`config.mk`:
```
export PLATFORM = sky130hd
export DESIGN_NAME = proc_control_unit
export DESIGN_NICKNAME = d
export VERILOG_FILES = /design/src/rtl/proc_control_unit.sv
export SDC_FILE = /design/constraint.sdc
export NUM_CORES = 1
export LEC_CHECK = 0
export CELL_PAD_IN_SITES_DETAIL_PLACEMENT = 1
export CELL_PAD_IN_SITES_GLOBAL_PLACEMENT = 1
export CORE_MARGIN = 5
export CORE_UTILIZATION = 35
export DETAILED_ROUTE_END_ITERATION = 10
export GPL_TIMING_DRIVEN = 0
export PLACE_DENSITY = 0.9
export SYNTH_ARGS = -nofsm -noshare
export SYNTH_HDL_FRONTEND = slang
export SYNTH_SLANG_ARGS = --single-unit
```
`constraint.sdc`:
```
create_clock -name clk -period 2.75 [get_ports clk]
set_clock_uncertainty 0.15 [all_clocks]
set_input_delay 0.55 -clock clk [delete_from_list [all_inputs] [get_ports clk]]
set_output_delay 0.55 -clock clk [all_outputs]
set_load 0.01 [all_outputs]
```
`src/rtl/proc_control_unit.sv`:
```
// Multi-cycle fetch/decode/execute sequencer for the 16-bit, 8-operation ALU datapath.
// Owns PC and IR. Every output is decoded from state and IR alone, so reset clears strobes at once.
//
// state  | meaning
// INIT   | post-reset, pc cleared
// FETCH  | ir <= rom[pc], pc <= pc + 1
// DECODE | select the execute path from op
// EXEC   | ALU op, RF[d] <= ALU(RF[a], RF[b])
// STORE  | D[ir[7:0]] <= RF[a]
// LOAD_A | issue synchronous RAM read at ir[11:4]
// LOAD_B | RF[d] <= RAM read data
// HALT   | stopped until reset
module proc_control_unit #(
  parameter int PC_W    = 7,
  parameter int DADDR_W = 8,
  parameter int RF_AW   = 4,
  parameter int SEL_W   = 3
) (
  input  logic               clk,
  input  logic               rst_n,
  input  logic [15:0]        instr_data,
  output logic [PC_W-1:0]    pc_addr,
  output logic [DADDR_W-1:0] d_addr,
  output logic               d_we,
  output logic [RF_AW-1:0]   rf_ra,
  output logic [RF_AW-1:0]   rf_rb,
  output logic [RF_AW-1:0]   rf_wa,
  output logic               rf_we,
  output logic               rf_wsel,
  output logic [SEL_W-1:0]   alu_sel,
  output logic               halted,
  output logic [2:0]         state_o
);

  typedef enum logic [2:0] {
    S_INIT   = 3'd0,
    S_FETCH  = 3'd1,
    S_DECODE = 3'd2,
    S_EXEC   = 3'd3,
    S_STORE  = 3'd4,
    S_LOAD_A = 3'd5,
    S_LOAD_B = 3'd6,
    S_HALT   = 3'd7
  } state_t;

  localparam logic [PC_W-1:0] PC_ONE = PC_W'(1);

  state_t          state_q, state_d;
  logic [PC_W-1:0] pc_q;
  logic [15:0]     ir_q;
  logic [3:0]      op;

  assign op = ir_q[15:12];

  always_ff @(posedge clk or negedge rst_n) begin
    if (!rst_n) begin
      state_q <= S_INIT;
      pc_q    <= '0;
      ir_q    <= '0;
    end else begin
      state_q <= state_d;
      case (state_q)
        S_INIT:  pc_q <= '0;
        S_FETCH: begin
          ir_q <= instr_data;
          pc_q <= pc_q + PC_ONE;
        end
        default: ;
      endcase
    end
  end

  always_comb begin
    state_d = state_q;
    case (state_q)
      S_INIT:   state_d = S_FETCH;
      S_FETCH:  state_d = S_DECODE;
      S_DECODE: begin
        if (op[3]) begin
          state_d = S_EXEC;
        end else begin
          case (op[2:0])
            3'b001:  state_d = S_LOAD_A;
            3'b010:  state_d = S_STORE;
            3'b011:  state_d = S_HALT;
            default: state_d = S_FETCH;   // NOOP and reserved 01xx
          endcase
        end
      end
      S_EXEC, S_STORE, S_LOAD_B: state_d = S_FETCH;
      S_LOAD_A: state_d = S_LOAD_B;
      S_HALT:   state_d = S_HALT;
      default:  state_d = S_INIT;
    endcase
  end

  always_comb begin
    d_addr  = '0;
    d_we    = 1'b0;
    rf_ra   = '0;
    rf_rb   = '0;
    rf_wa   = '0;
    rf_we   = 1'b0;
    rf_wsel = 1'b0;
    alu_sel = '0;
    case (state_q)
      S_EXEC: begin
        rf_ra   = RF_AW'(ir_q[11:8]);
        rf_rb   = RF_AW'(ir_q[7:4]);
        rf_wa   = RF_AW'(ir_q[3:0]);
        alu_sel = SEL_W'(ir_q[14:12]);
        rf_we   = 1'b1;
      end
      S_STORE: begin
        rf_ra  = RF_AW'(ir_q[11:8]);
        d_addr = DADDR_W'(ir_q[7:0]);
        d_we   = 1'b1;
      end
      S_LOAD_A: begin
        d_addr  = DADDR_W'(ir_q[11:4]);
        rf_wsel = 1'b1;
      end
      S_LOAD_B: begin
        d_addr  = DADDR_W'(ir_q[11:4]);
        rf_wsel = 1'b1;
        rf_wa   = RF_AW'(ir_q[3:0]);
        rf_we   = 1'b1;
      end
      default: ;
    endcase
  end

  assign pc_addr = pc_q;
  assign halted  = (state_q == S_HALT);
  assign state_o = state_q;

endmodule
```
* Yosys cells after proc, flatten, opt, wreduce, memory -nomap -nowiden
Cells that the tools add are included.
** Word-level totals
- Flip-flop bits (word level) :: 26
- Word-level logic and storage cells :: 32
** Operators by class
- Add/sub/neg operators :: 1
- Multiplexer cells :: 12
- Equality and inequality tests :: 10
- Reductions and logical operators :: 6
** Operator list (number)
- one-hot mux 8 bit (2 select lines) :: 1
- one-hot mux 3 bit (5 select lines) :: 1
- one-hot mux 7 bit (2 select lines) :: 1
- == test 3 x 2 -> 1 bit (second input constant) :: 4
- == test 3 bit (second input constant) :: 4
- two-way mux 4 bit :: 3
- one-hot mux 3 bit (3 select lines) :: 1
- adder 7 x 1 -> 7 bit (second input constant) :: 1
- == test 3 x 1 -> 1 bit (second input constant) :: 2
- two-way mux 3 bit :: 2
- OR reduction 2 bit :: 3
- OR reduction 4 bit :: 1
- logical NOT 3 bit :: 1
- two-way mux 1 bit :: 3
- nonzero test 2 bit :: 1

* Logic depth before layout (Yosys ltp)
- Word-level depth :: 4
- Mapped depth :: 5
- Mapped depth without buffers :: 4

* Worst setup path before layout
Ideal clock, no wire load.
- Kind :: register -> output
- From :: reg state_q[1], in the netlist state_o[1]
- To :: out rf_ra[0]
- Data required time :: 2.050 ns
- Setup slack :: 0.682 ns
- Stages on the path, launching flop included :: 5
- Buffers on the path :: 1
- Data arrival time :: 1.368 ns
- Cell sequence :: dfrtp_1 buf_6 nor3b_2 a21o_1 and2_1
** On the way
- Word-level cells in the longest chain between the ends :: 3
** Ends and longest elaborated chain
- start: declaration :: line 48 : state_t state_q, state_d;
- start signal: assignment :: line 61 : state_q <= state_d;
- == test 3 x 2 -> 1 bit / == test 3 bit (equally long branches) :: line 106 : case (state_q)
- OR reduction 2 bit (no source line) *
- two-way mux 4 bit * :: line 106
- end: declaration :: line 25 : output logic [RF_AW-1:0] rf_ra,
Every way passes the cells marked *; elsewhere a longest branch is shown, timed or not.

* Final worst setup path
- From :: reg state_q[0], in the netlist state_o[0]
- To :: out rf_rb[0]
** On the way
- Word-level cells in the longest chain between the ends :: 2
** Ends and longest elaborated chain
- == test 3 x 2 -> 1 bit :: line 106
- two-way mux 4 bit :: line 106
- end: declaration :: line 26 : output logic [RF_AW-1:0] rf_rb,
No other way between the ends.

==> results_dict.tcl <==
set metrics [dict create \
    netlist_area_um2 1380 \
    worstSetupEndpointType "output pin" \
    rsz0062_at_grt "true" \
    gr-total-overflow 0 \
    slew_violations 0 \
    dp.cells 230 \
    synth_nets 147 \
    crit_path_start_kind "flop" \
    leakagePower_nw 1.07 \
    power_frac_comb 0.616 \
    yosysWarnings 0 \
    route.detailed.drc 0 \
    dp_hpwl_um 3430 \
    row_count 22 \
    postCtsHoldBufs 0 \
    final_hold_viol_count 0 \
    layout.area.seq_um2 653 \
    maxSlewHeadroom 0.589 \
    mostFrequentLayoutCell "clkdlybuf4s50_1" \
    vias 1356 \
    switching_share 0.413 \
    synthCells 128 \
    coreArea_um2 3740 \
    finalWirelength_um 5190 \
    routed_via_density 5.56 \
    drv_cap 0 \
    multi_input_area_um2 721 \
    tritoncts "yes" \
    dieHeight_um 72.8 \
    cts_root_buf "clkbuf_8" \
    mostFrequentLayoutCells "clkdlybuf4s50_1, dfrtp_1, and3_1" \
    fmax_mhz 366 \
    status "finished clean" \
    synth_seq_area_share 0.471 \
    clkTransAtPathRegs_ps 100 \
    ios 55 \
    layout_min_cycle_time_ps 2730 \
    worstPathMaxFanout 10 \
    reg2reg_depth 4 \
    crit_path_cell_trace "clkbuf_4 -> clkbuf_2 -> and3_1 -> clkdlybuf4s50_1" \
    critPathArrivalTime_ps 2030 \
    area_growth_pct 58.2 \
    post_drt_wl_per_cell_um 21.3 \
    clockPowerShare 0.093 \
    final_antenna_net_count 0 \
    finalCritPeriodShare 0.992 \
    slowest_delay_ps 540 \
    worstMarginPinSlew_ps 617 \
    avgSynthCellArea_um2 10.8 \
    track_usage 0.181 \
    grt_start_max_net_pins 27 \
    critical_path_required_ps 2050 \
    worst-setup-path-type "flop to output pin" \
    grt_pass1_wl_um 7430 \
    numClockSinks 26 \
    num_antenna_cells 0 \
    ys_ff_latch 26 \
    grt_pass1_vias 1415 \
    fillers 423 \
    drive_above_1_share 0.214 \
    power_switching_w 0.00111 \
    slowest_stage "clkdlybuf4s50_1" \
    die_x_um 72.8 \
    clkLatencyLatePin_ps 270 \
    fp.dieArea_um2 5300 \
    setup_viol 0 \
    nNetsFinal 216 \
    drt_first_pass_iters 4 \
    internal_power_w 0.00158 \
    drtIter0Drc 115 \
    cts_buffers 3 \
    vdd_drop_max_mv 0.425 \
    utilization 0.584 \
    fin_cells 244 \
    h-tree-depth 1 \
    gp_congestion 0.839 \
    hp-class "input pin to asynchronous set/reset pin" \
    cts_buffer_depth 2 \
    power_density_nw_per_um2 1230 \
    start_util 0.369 \
    antenna_found_initial 0 \
    port_buffers 54 \
    synth_cell_types 30 \
    seq_power_share 0.291 \
]
final timing paths:
check	start	end	slack, ps
setup / recovery	state_o[0]	rf_rb[0]	20
hold / removal	rst_n	pc_addr[5]	130
setup reg to reg	state_o[1]	ir_q[9]	810
hold reg to reg	pc_addr[0]	pc_addr[0]	390
max in group asynchronous	rst_n	state_o[2]	1880
min in group clk	pc_addr[0]	pc_addr[0]	390
final cells by class:
class / count / area share
multi-input combinational: 93 / 0.330
sequential: 26 / 0.299
timing repair buffer: 63 / 0.285
buffer: 8 / 0.0298
tap: 48 / 0.0275
clock buffer: 4 / 0.0252
inverter: 2 / 0.00344
cell usage after synthesis, drive strengths merged:
library cell   n  share of area
dfrtp         26           0.47
mux2          15           0.12
and3          14          0.063
nand2         10          0.027
a22o           8          0.051
buf            6          0.035
a21oi          5          0.018
and2           5          0.023
o21ai          5          0.018
nand3          4          0.014
nor2           4          0.011
a31oi          3          0.014
nand2b         3          0.014
clkbuf         2         0.0054
inv            2         0.0054
nand4          2         0.0091
nor3b          2          0.023
nor4b          2          0.013
o211ai         2          0.011
a21boi         1         0.0082
a21o           1         0.0054
ha             1         0.0091
nand3b         1         0.0054
nor2b          1         0.0045
o31ai          1         0.0054
o41a           1         0.0082
xor2           1         0.0063
metal layers:
layer,global-route usage,wire [um]
met5,0,0
met3,0.0179,300
met4,0.0635,156
met2,0.325,2710
met1,0.223,2020
repair_timing:
action / CTS / global route
cloned: 1 / 0
gates resized for setup: 5 / 16
setup buffers: 2 / 7
endpoints found under the setup margin: 24 / 24
hold endpoints to repair: 0 / 0
pin swaps: 1 / 3
flip-flops by register name (all words and copies together), names as in the netlist:
| name | count |
|---|---|
| state_o | 3 |
| pc_addr | 7 |
| ir_q | 16 |
per-stage QoR:
step	hold WS, ps	setup WS [ps]	power (W)	instance area (um2)	setup TNS [ps]
floorplan	104	682	0.00155	1380	0
global placement	358	136	0.00216	1980	0
detailed placement	374	54.6	0.00225	1980	0
CTS	394	-2.01	0.00255	2090	-2.53
global route	169	-69.4	0.00285	2180	-385
finish	127	20.8	0.00270	2180	0
power by group through the flow:
stage	Sequential, W	Combinational [W]	Clock [W]
2_1_floorplan	0.000725	0.000827	0
3_3_place_gp	0.000743	0.00142	0
3_5_place_dp	0.000767	0.00148	0
4_1_cts	0.000763	0.00153	0.000251
5_1_grt	0.000808	0.00177	0.000270
6_report	0.000784	0.00166	0.000252
cells by family after synthesis:
logic type,share of synthesized area
flops,0.471
mux,0.122
xor+xnor,0.00634
compound gates,0.139
fa+ha+maj,0.00906
simple gates,0.207
buf+inv,0.0462
critical path: cells and delay by family, from the launching register on:
kind / cells / cell delay (ps)
buf+inv: 3 / 1080
flops: 1 / 480
simple gates: 1 / 190
Power figures use the tool's default switching activity.
